`src/rtl/hba_pkg.sv`:
```
`timescale 1ns/1ps
`default_nettype none
// ============================================================================
// Module : hba_pkg
// Brief  : Shared defaults and FSM state type for the HBA bus master.
// Rev    : 1.0  initial release
// ============================================================================
package hba_pkg;

  localparam int HBA_DBUS_WIDTH        = 8;
  localparam int HBA_PERIPH_ADDR_WIDTH = 4;
  localparam int HBA_REG_ADDR_WIDTH    = 8;
  localparam int HBA_TIMEOUT_CYCLES    = 255;

  typedef enum logic [1:0] {
    ST_IDLE = 2'd0,
    ST_XFER = 2'd1,
    ST_RESP = 2'd2
  } hba_state_e;

endpackage
`default_nettype wire

```
`src/rtl/hba_master.sv`:
```
`timescale 1ns/1ps
`default_nettype none
// ============================================================================
// Module : hba_master
// Brief  : Single-outstanding HBA bus master. Accepts one command, drives the
//          shared bus until a slave acknowledges or the wait counter expires,
//          then presents a held response until it is consumed.
// Rev    : 1.0  initial release
// ============================================================================
module hba_master
  import hba_pkg::*;
#(
  parameter int DBUS_WIDTH        = HBA_DBUS_WIDTH,
  parameter int PERIPH_ADDR_WIDTH = HBA_PERIPH_ADDR_WIDTH,
  parameter int REG_ADDR_WIDTH    = HBA_REG_ADDR_WIDTH,
  parameter int ADDR_WIDTH        = PERIPH_ADDR_WIDTH + REG_ADDR_WIDTH,
  parameter int TIMEOUT_CYCLES    = HBA_TIMEOUT_CYCLES
) (
  input  logic                  hba_clk,
  input  logic                  hba_reset,
  // command channel
  input  logic                  cmd_valid,
  output logic                  cmd_ready,
  input  logic                  cmd_rnw,
  input  logic [ADDR_WIDTH-1:0] cmd_addr,
  input  logic [DBUS_WIDTH-1:0] cmd_wdata,
  // response channel
  output logic                  rsp_valid,
  input  logic                  rsp_ready,
  output logic [DBUS_WIDTH-1:0] rsp_rdata,
  output logic                  rsp_err,
  // shared bus
  output logic                  hba_select,
  output logic                  hba_rnw,
  output logic [ADDR_WIDTH-1:0] hba_abus,
  output logic [DBUS_WIDTH-1:0] hba_dbus,
  input  logic [DBUS_WIDTH-1:0] hba_dbus_slave,
  input  logic                  hba_xferack_slave
);

  // The counter equals the number of un-acked XFER cycles already spent, so
  // the last permitted cycle is the one where it reads TIMEOUT_CYCLES-1.
  localparam logic [15:0] c_TIMEOUT_LAST = 16'(TIMEOUT_CYCLES - 1);

  hba_state_e            r_state;
  logic                  r_cmd_ready;
  logic                  r_select;
  logic                  r_rnw;
  logic [ADDR_WIDTH-1:0] r_abus;
  logic [DBUS_WIDTH-1:0] r_dbus;
  logic                  r_rsp_valid;
  logic [DBUS_WIDTH-1:0] r_rsp_rdata;
  logic                  r_rsp_err;
  logic [15:0]           r_cnt;

  logic                  w_timeout;

  // Timeout fires on the last allowed cycle; an ack in that cycle still wins.
  assign w_timeout = (r_cnt == c_TIMEOUT_LAST);

  // Control FSM with all bus and response outputs held in registers.
  always_ff @(posedge hba_clk or posedge hba_reset) begin
    if (hba_reset) begin
      r_state     <= ST_IDLE;
      r_cmd_ready <= 1'b1;
      r_select    <= 1'b0;
      r_rnw       <= 1'b0;
      r_abus      <= '0;
      r_dbus      <= '0;
      r_rsp_valid <= 1'b0;
      r_rsp_rdata <= '0;
      r_rsp_err   <= 1'b0;
      r_cnt       <= '0;
    end else begin
      case (r_state)
        ST_IDLE: begin
          if (cmd_valid) begin
            r_state     <= ST_XFER;
            r_cmd_ready <= 1'b0;
            r_select    <= 1'b1;
            r_rnw       <= cmd_rnw;
            r_abus      <= cmd_addr;
            // Reads never drive write data onto the shared bus.
            r_dbus      <= cmd_rnw ? '0 : cmd_wdata;
            r_cnt       <= '0;
          end
        end
        ST_XFER: begin
          if (hba_xferack_slave || w_timeout) begin
            r_state     <= ST_RESP;
            r_select    <= 1'b0;
            r_rnw       <= 1'b0;
            r_abus      <= '0;
            r_dbus      <= '0;
            r_cnt       <= '0;
            r_rsp_valid <= 1'b1;
            if (hba_xferack_slave) begin
              r_rsp_rdata <= r_rnw ? hba_dbus_slave : '0;
              r_rsp_err   <= 1'b0;
            end else begin
              r_rsp_rdata <= '0;
              r_rsp_err   <= 1'b1;
            end
          end else begin
            r_cnt <= r_cnt + 16'd1;
          end
        end
        ST_RESP: begin
          if (rsp_ready) begin
            r_state     <= ST_IDLE;
            r_cmd_ready <= 1'b1;
            r_rsp_valid <= 1'b0;
            r_rsp_rdata <= '0;
            r_rsp_err   <= 1'b0;
          end
        end
        default: begin
          r_state     <= ST_IDLE;
          r_cmd_ready <= 1'b1;
          r_select    <= 1'b0;
          r_rsp_valid <= 1'b0;
        end
      endcase
    end
  end

  assign cmd_ready  = r_cmd_ready;
  assign rsp_valid  = r_rsp_valid;
  assign rsp_rdata  = r_rsp_rdata;
  assign rsp_err    = r_rsp_err;
  assign hba_select = r_select;
  assign hba_rnw    = r_rnw;
  assign hba_abus   = r_abus;
  assign hba_dbus   = r_dbus;

endmodule
`default_nettype wire

```
`config.mk`:
```
export PLATFORM = sky130hd
export DESIGN_NAME = hba_master
export DESIGN_NICKNAME = d
export VERILOG_FILES = /design/src/rtl/hba_pkg.sv /design/src/rtl/hba_master.sv
export SDC_FILE = /design/constraint.sdc
export NUM_CORES = 1
export LEC_CHECK = 0
export ABC_AREA = 1
export CAP_MARGIN = 20
export CORE_MARGIN = 8
export CORE_UTILIZATION = 45
export DETAILED_ROUTE_END_ITERATION = 8
export DONT_BUFFER_PORTS = 1
export PLACE_DENSITY = 0.66
export SLEW_MARGIN = 20
export SYNTH_ARGS = -nofsm -noshare
export SYNTH_HDL_FRONTEND = slang
export SYNTH_SLANG_ARGS = --single-unit
```
`constraint.sdc`:
```
create_clock -name hba_clk -period 1.8 [get_ports hba_clk]
set_input_delay 0.27 -clock hba_clk [delete_from_list [all_inputs] [get_ports hba_clk]]
set_output_delay 0.27 -clock hba_clk [all_outputs]
set_load 0.005 [all_outputs]
```
; After elaboration in Yosys (flattened, before gate mapping)
; Index checks and enable logic that the tools add are counted.
[op_classes]
bitwise_logic = 3
muxes = 33
n_eq_ne = 6
n_reduce_logical = 11
addsub = 1
[op_table]
columns = cell, count
row1 = 8-bit 2-to-1 mux, 7
row2 = 16-bit 2-to-1 mux, 2
row3 = 16-bit one-hot mux with 2 select lines, 1
row4 = 8-bit one-hot mux with 2 select lines, 2
row5 = 12-bit 2-to-1 mux, 2
row6 = 12-bit one-hot mux with 2 select lines, 1
row7 = 3-bit AND reduction, 6
row8 = 16-bit by 1-bit adder with 16-bit output (second input constant), 1
row9 = 16-bit by 8-bit == test with 1-bit output (second input constant), 1
row10 = 1-bit 2-to-1 mux, 9
row11 = 1-bit one-hot mux with 3 select lines, 3
row12 = 2-bit 2-to-1 mux, 3
row13 = 2-bit inequality test (second input constant), 3
row14 = 2-bit one-hot mux with 3 select lines, 1
row15 = 1-bit one-hot mux with 2 select lines, 2
row16 = 2-bit nonzero test, 2
row17 = 1-bit NOT, 3
row18 = 2-bit by 1-bit == test with 1-bit output (second input constant), 1
row19 = 2-bit == test (second input constant), 1
row20 = 2-bit zero test, 1
row21 = 2-bit AND reduction, 1
row22 = 1-bit logical OR, 1
[word_totals]
input_bits = 34
output_inout_bits = 33
word_cells = 64
reg_bits = 51

; Longest topological paths before layout
; Gate-level depths: netlist of the first run.
[depth]
word_depth = 4
depth_mapped = 11
ltp_nobuf = 9

; Worst setup path after synthesis of the first run
; No wires, ideal clock.
[synth_path]
kind = register -> register
from = register r_cnt[0]
to = register r_abus[10], in the netlist hba_abus[10]
t_required_ns = 1.683
slack_ns = 0.351
t_arrival_ns = 1.332
setup_ns = 0.117
stages_incl_launch_ff = 12
period_less_slack_ns = 1.449
path_buffers = 2
cell_sequence = dfrtp_1 -> inv_1 -> ha_1 -> nand2_1 -> nor2_1 -> nand2_2 -> nand2_4 -> nand2_4 -> buf_6 -> buf_6 -> nand2_2 -> o21ai_2
[synth_via]
elab_chain_cells = 4
[synth_lines]
columns = item, line_no
row1 = from (decl), hba_master.sv:54  ; logic [15:0] r_cnt;
row2 = from (signal assigned), hba_master.sv:105  ; r_cnt <= r_cnt + 16'd1;
row3 = 16-bit by 8-bit == test with 1-bit output, hba_master.sv:59  ; assign w_timeout = (r_cnt == c_TIMEOUT_LAST);
row4 = 1-bit logical OR, hba_master.sv:89  ; if (hba_xferack_slave || w_timeout) begin
row5 = 2-bit inequality test (no source line), n/a
row6 = 3-bit AND reduction (no source line), n/a
row7 = to (signal assigned), hba_master.sv:82  ; r_abus <= cmd_addr;
row8 = to (decl), hba_master.sv:49  ; logic [ADDR_WIDTH-1:0] r_abus;
; No other way between the ends.
; A chain may end at the register's enable or synchronous reset.

; Final worst setup path of the first run
[layout_path]
from = register r_cnt[0]
to = register r_abus[3], in the netlist hba_abus[3]
; Same word-level chain as after synthesis.

==> summary.md, run 1 <==
| Metric | Value |
|---|---|
| Num CTS Buffers | 5 |
| Largest net degree at the start of global routing | 52 |
| Clock root buffer master | clkbuf_8 |
| Internal Pwr Total | 2.246 mW |
| Cell chain of the critical path | inv_1, ha_1, nand2_1, nor2_1, nand2_2, nand2_8, nand2_4, buf_12, nand2_1, o21ai_0 |
| WL per Instance | 13.76 um |
| Crit-path most repeated cell | nand2_1 |
| Final min period | 1636 ps |
| Worst Setup Path Type | flop to flop |
| Row count | 27 |
| CP peak stage delay | 430 ps |
| Post-Route WL | 5436 um |
| Synth top area cells | dfrtp_1, nand2_1, nor2_1 |
| Vias/cell | 4.975 |
| Port Buf Inserts | 0 |
| Fillcell total | 559 |
| Final Hold Fails | 0 |
| Leakage | 1.362 nW |
| Antenna Nets Post-Route | 0 |
| Antenna violations before repair | 0 |
| Crit path max fanout | 43 |
| CTS Buffer Depth | 2 |
| DR pass1 iterations | 5 |
| Status | finished, final reports clean |
| Share of layout cells above drive strength 1 | a little over an eighth |
| Fin crit share | 90.91% |
| Required @ worst endpoint | around 2000 ps |
| H-tree depth | 2 |
| Setup Fix Bufs, Post-CTS | 0 |
| Fin cells | approximately 400 |
| Worst reg2reg path endpoint | hba_abus[3] |
| Combinational group share of total power | 33.0% |
| Reg2Reg Depth | 10 |
| Setup violators final | 0 |
| Sequential fraction of design power | 48.9% |
| YS warnings | 0 |
| Worst-path clk slew | 100 ps |
| P&R area growth vs syn | 7.658% |
| Yosys reg bits | 51 |
| 1st-iter DRT viols | 131 |
| R2R Setup Slk | 160 ps |
| Relative slew margins | approximately two thirds |
| Synth cell count leaders | nand2_1, dfrtp_1, nor2_1 |
| Syn Std Cell Area | 2549 um^2 |
| Psw | 1.599 mW |
| Yosys top cell by area | dfrtp_1 |
| Worst Path Buf+Inv | 2 |
| Syn_area_per_cell | 7.990 um^2 |
| CTS tree | yes |
| Mapped Nets | 355 |
| Async S/R FF share, synth | 100.0% |
| Slew @ Worst Pin | 504.4 ps |
| DR vias | 1965 |
| DRC | 0 |
| Post-DP HPWL | 4037 um |
| Yosys cell types | 28 |
| Reg2reg start | r_cnt[0] |
| Die Area | 8327 um^2 |
| Sequential share of the synthesized area | 50.12% |
| Startpoint types | flop |
| WHS Endpoint | hba_dbus[3] |
| RSZ-0062 raised after global routing | false |
| Die width | 91.26 um |
| Tightest Hold Check Type | input port to flop |
| Sw frac | around two fifths |
| GRT Total Usage | 13.42% |
| Multi-input gate area | ~1100 um^2 |
| Setup TNS | 0 ps |
| Main flop type after synthesis | dfrtp_1 |
| Worst-Skew Late Latency | roughly 310 ps |
| Largest delay share family, worst path | simple AND/OR/NAND/NOR gates |
| Global-route wire length before repair | 9280 um |
| Pwr/cell area | 1401 nW/um^2 |
| Slowest CP cell | dfrtp_1 |
| Chip height | 91.26 um |
| I/O pin count | between 60 and 70 |
| EDFF count, synth | 0 |
| Yosys top cell area share | between 40% and 50% |
| F_max | 0.6111 GHz |
| Maximum VDD drop | 0.7686 mV |
| Top-count cell post-synth | nand2_1 |
| Vias in the first global route | just under 2000 |
| Clock Sinks | 51 |
| # diodes | 0 |
| Hold Path Stages | 2 |
| Area of the core | 5473 um^2 |
| Clock skew | 9.242 ps |
| Register area | around 1300 um^2 |
| Initial Util | 46.57% |
| CP Data Arrival Time | 1830 ps |
| Crit path capture type | flop |
| Max cap viols | 0 |
| Post-layout nets | approximately 360 |
| Clock Power Share | 18.2% |
| Placed cell count | 386 |
| Total congestion overflow | 0 |
| Hold_sp | cmd_wdata[3] |
| Final-report max-slew violation count | 0 |
| Cells after Synth | 319 |
| Gpl congestion | 0.8856 |
[cells by family (layout without fill, tap and decap cells)]
family	count (synthesis)	in the layout	synth area share (%)
buffers and inverters	37	41	6.725
DFF	51	51	50.12
and+or+nand+nor	192	192	32.25
adders and majority gates	2	2	0.9817
AOI/OAI and AO/OA	33	33	8.542
xor gates and xnor gates	4	4	1.374
[flip-flops by register name, summed over array words and instances, names as in the netlist]
name	cells
r_cnt	16
hba_abus	12
hba_dbus	8
rsp_rdata	8
r_state	2
cmd_ready	1
hba_rnw	1
hba_select	1
rsp_err	1
rsp_valid	1
[metrics by stage]
stage | instance area, um^2 | worst slack [ps] | power [mW] | util [%] | hold WS (ps)
after floorplan | 2549 | 302.1 | 2.882 | - | 417.1
after CTS | 2735 | 136.5 | 3.882 | 49.98 | 84.74
final | 2744 | 163.6 | 3.844 | 50.14 | 90.52
after global routing | 2744 | 17.77 | 4.148 | 50.14 | 79.99
after detailed placement | 2629 | 144.9 | 3.183 | 48.03 | 224.9
after global placement | 2629 | 204.7 | 3.139 | 48.03 | 226.1
[final cells by class]
type	instances	share of cell area (%)
timing repair buffer	5	2.371
multi-input combinational	231	40.40
clock buffer	5	2.508
sequential	51	46.56
tap	72	3.283
clock inverter	3	1.003
inverter	28	3.876
[routing by layer]
| metal | wire, um | GRT usage (%) |
|---|---|---|
| met5 | 0 | 0 |
| met4 | 57 | 4.502 |
| met3 | 487 | 6.008 |
| met2 | 2372 | 20.68 |
| met1 | 2519 | 16.35 |
[worst max path at each step]
stage              start          end  slack (ps)  depth (start not counted)
6_report        r_cnt[0]  hba_abus[3]         160                         10
5_1_grt         r_cnt[0]  hba_abus[3]          20                         10
4_1_cts         r_cnt[0]  hba_dbus[4]         140                         10
3_5_place_dp    r_cnt[0]  hba_dbus[4]         140                         10
3_3_place_gp    r_cnt[0]  hba_abus[1]         200                         10
2_1_floorplan  hba_reset  hba_abus[0]         300                          1
[cell usage in the layout, fill, tap and decap left out, types with 2 or more instances in the layout]
cell,n
buf_4,2
buf_12,2
inv_2,4
nand2_4,2
a21oi_1,2
nand4_1,8
o21ai_2,11
nor2_4,2
nor3_1,2
nand2_2,6
nor2_1,47
nand2_1,109
dfrtp_1,50
clkbuf_8,5
o21ai_0,12
xor2_1,4
o21ai_1,4
o21bai_1,3
ha_1,2
nand3_1,12
inv_1,23
[power by group through the flow]
stage | Sequential (mW) | Clock, mW | Combinational (mW)
floorplan | 1.80 | 0 | 1.09
global placement | 1.91 | 0 | 1.23
detailed placement | 1.91 | 0 | 1.27
CTS | 1.89 | 0.718 | 1.27
global route | 1.93 | 0.762 | 1.45
finish | 1.88 | 0.699 | 1.27
[repair_timing]
| item | 4_1_cts | 5_1_grt |
|---|---|---|
| resized for setup | 0 | 1 |
| hold endpoints to repair | 50 | 0 |
| setup endpoints to repair | 0 | 4 |
| hold buffers | 1 | 0 |
[worst reg2reg max path: stages (launching register included)]
cell     delay [ps]
dfrtp_1         430
inv_1            70
ha_1            130
nand2_1          50
nor2_1          120
nand2_2         100
nand2_8         130
nand2_4         100
buf_12          210
nand2_1          80
o21ai_0          80
(Power assumes the default switching activity.)
==> run 2, diff against run 1 <==
- CTS_CLUSTER_SIZE: not set -> 20
- clock period: 1.8 -> 2.1 ns (I/O delays scaled with it)
==> run 2 against run 1 <==
Against the previous run:
- non-clock buffer count up 1
- wire length up 2.2%
- clock power down 4.7%
- cell count up 0.25%
- die area unchanged
- maximum frequency down 3.8%
- power down 13%
- clock skew down 4.1 ps
- critical path type unchanged
- largest cell class unchanged
==> summary.md, run 2 (synthesized netlist as in run 1, its figures left out) <==
| Metric | Value |
|---|---|
| DR vias | 1987 (was 1965) |
| Fillcell total | 534 (was 559) |
| Max reg flops | 16 (unchanged) |
| Final Hold Fails | 0 (unchanged) |
| Fin crit share | 80.97% (was 90.91%) |
| Placed cell count | 387 (was 386) |
| Global-route wire length before repair | 9535 um (was 9280 um) |
| RSZ-0062 raised after global routing | false (unchanged) |
| Required @ worst endpoint | 2280 ps (was 2000 ps) |
| Crit path capture type | flop (unchanged) |
| Worst Path Buf+Inv | 2 (unchanged) |
| Num CTS Buffers | 5 (unchanged) |
| Total congestion overflow | 0 (unchanged) |
| Leakage | 1.367 nW (was 1.362 nW) |
| P&R area growth vs syn | 7.511% (was 7.658%) |
| Largest net degree at the start of global routing | 43 (was 52) |
| Area post-placement | 2624 um^2 (was 2629 um^2) |
| Antenna violations before repair | 0 (unchanged) |
| Worst Setup Path Type | flop to flop (unchanged) |
| Die Area | 8327 um^2 (unchanged) |
| GRT Total Usage | 13.88% (was 13.42%) |
| DRC | 0 (unchanged) |
| Most frequent cells in the layout | nand2_1, dfrtp_1, nor2_1 (unchanged) |
| Status | finished, final reports clean (unchanged) |
| Setup violators final | 0 (unchanged) |
| Worst-Skew Late Latency | 300 ps (was 310 ps) |
| DR pass1 iterations | 4 (was 5) |
| Slowest CP cell | dfrtp_1 (unchanged) |
| Worst-path clk slew | 90 ps (was 100 ps) |
| Relative slew margins | 64.97% (was 66.25%) |
| Psw | 1.314 mW (was 1.599 mW) |
| F_max | 0.5881 GHz (was 0.6111 GHz) |
| Sw frac | 39.30% (was 41.59%) |
| Max cap viols | 0 (unchanged) |
| Combinational group share of total power | 32.0% (was 33.0%) |
| Gpl congestion | 0.8292 (was 0.8856) |
| Final Cell Area | 2740 um^2 (was 2744 um^2) |
| Setup TNS | 0 ps (unchanged) |
| Chip height | 91.26 um (unchanged) |
| Cell chain of the critical path | inv_2, nand2_2, nor2_4, nand2_4, nand2_4, buf_12, o21ai_0 (was inv_1, ha_1, nand2_1, nor2_1, nand2_2, nand2_8, nand2_4, buf_12, nand2_1, o21ai_0) |
| Vias in the first global route | 2029 (was 1962) |
| Clock skew | 5.145 ps (was 9.242 ps) |
| # diodes | 0 (unchanged) |
| Row count | 27 (unchanged) |
| Sequential fraction of design power | 48.1% (was 48.9%) |
| Area of the core | 5473 um^2 (unchanged) |
| Die width | 91.26 um (unchanged) |
| Final Util | 50.07% (was 50.14%) |
| Maximum VDD drop | 0.7090 mV (was 0.7686 mV) |
| Slew @ Worst Pin | 523.5 ps (was 504.4 ps) |
| Port Buf Inserts | 0 (unchanged) |
| Final-report max-slew violation count | 0 (unchanged) |
| Commonest non-fill, non-tap cell in the layout | nand2_1 (unchanged) |
| Post-Route WL | 5555 um (was 5436 um) |
| Largest register by flop count | r_cnt (unchanged) |
| Vias/cell | 5.018 (was 4.975) |
| 1st-iter DRT viols | 94 (was 131) |
| Setup Fix Bufs, Post-CTS | 0 (unchanged) |
| CTS Buffer Depth | 2 (unchanged) |
| Clock Sinks | 51 (unchanged) |
| Final min period | 1700 ps (was 1636 ps) |
| Antenna Nets Post-Route | 0 (unchanged) |
| Clock root buffer master | clkbuf_8 (unchanged) |
| CP peak stage delay | 450 ps (was 430 ps) |
| Clock Power Share | 19.9% (was 18.2%) |
| Largest delay share family, worst path | simple AND/OR/NAND/NOR gates (unchanged) |
| Crit path max fanout | 42 (was 43) |
| CP Data Arrival Time | 1880 ps (was 1830 ps) |
| I/O pin count | 67 (unchanged) |
| Internal Pwr Total | 2.030 mW (was 2.246 mW) |
| Startpoint types | flop (unchanged) |
| Crit-path most repeated cell | nand2_4 (was nand2_1) |
| Initial Util | 46.57% (unchanged) |
| H-tree depth | 2 (unchanged) |
| Post-layout nets | 359 (was 358) |
| Fin cells | 396 (was 395) |
| Post-DP HPWL | 4136 um (was 4037 um) |
| CTS tree | yes (unchanged) |
| Tightest Hold Check Type | input port to flop (unchanged) |
| WL per Instance | 14.03 um (was 13.76 um) |
| Pwr/cell area | 1221 nW/um^2 (was 1401 nW/um^2) |
| Share of layout cells above drive strength 1 | 12.65% (was 13.00%) |
-- run 2: repair_timing --
item,4_1_cts,5_1_grt
setup endpoints to repair,0,0
hold endpoints to repair,23,0
hold buffers,1,0
resized for setup,0,0
-- run 2: layout make-up --
cell class / instances / area [um^2] / area share [%]
well taps: 72 / 90.09 / 3.288
clock inverters: 1 / 30.03 / 1.096
repair buffers: 6 / 60.06 / 2.192
inverters: 28 / 106.4 / 3.881
multi-input cells: 231 / 1100 / 40.14
flip-flops and latches: 51 / 1277 / 46.62
clock buffers: 7 / 76.32 / 2.785
-- run 2: metrics by stage --
stage          hold slack, ps  setup slack, ps  total power [mW]
3_3_place_gp            274.0            470.1             2.697
4_1_cts                 141.2            388.9             3.407
6_report                147.7            399.6             3.344
2_1_floorplan           462.1            557.1             2.470
5_1_grt                 146.4            229.1             3.602
3_5_place_dp            275.5            386.1             2.729
-- run 2: worst paths after layout --
check	from	end	slack, ps	cells after the start
setup / recovery	r_state[1]	hba_abus[2]	400	7
hold / removal	cmd_wdata[2]	hba_dbus[2]	150	2
setup reg to reg	r_state[1]	hba_abus[2]	400	7
min in group asynchronous	hba_reset	hba_abus[6]	510	2
max in group asynchronous	hba_reset	cmd_ready	920	3
hold reg to reg	rsp_rdata[4]	rsp_rdata[4]	510	2
-- run 2: power by group through the flow --
stage	Combinational, mW	Clock (mW)	Sequential (mW)
finish	1.07	0.666	1.61
CTS	1.09	0.692	1.63
global placement	1.06	0	1.64
global route	1.22	0.717	1.67
floorplan	0.931	0	1.54
detailed placement	1.09	0	1.64
-- run 2: worst register-to-register path: stages, from the launching register on --
cell	delay (ps)
dfrtp_1	450
inv_2	80
nand2_2	210
nor2_4	190
nand2_4	150
nand2_4	150
buf_12	230
o21ai_0	120
-- run 2: layer usage --
layer | vias to the layer above | global-route usage, % | wire, um
met5 | - | 0 | 0
met4 | 0 | 4.502 | 90
met3 | 10 | 6.502 | 568
met2 | 61 | 21.58 | 2428
met1 | 911 | 16.60 | 2468
li1 | 1005 | - | -
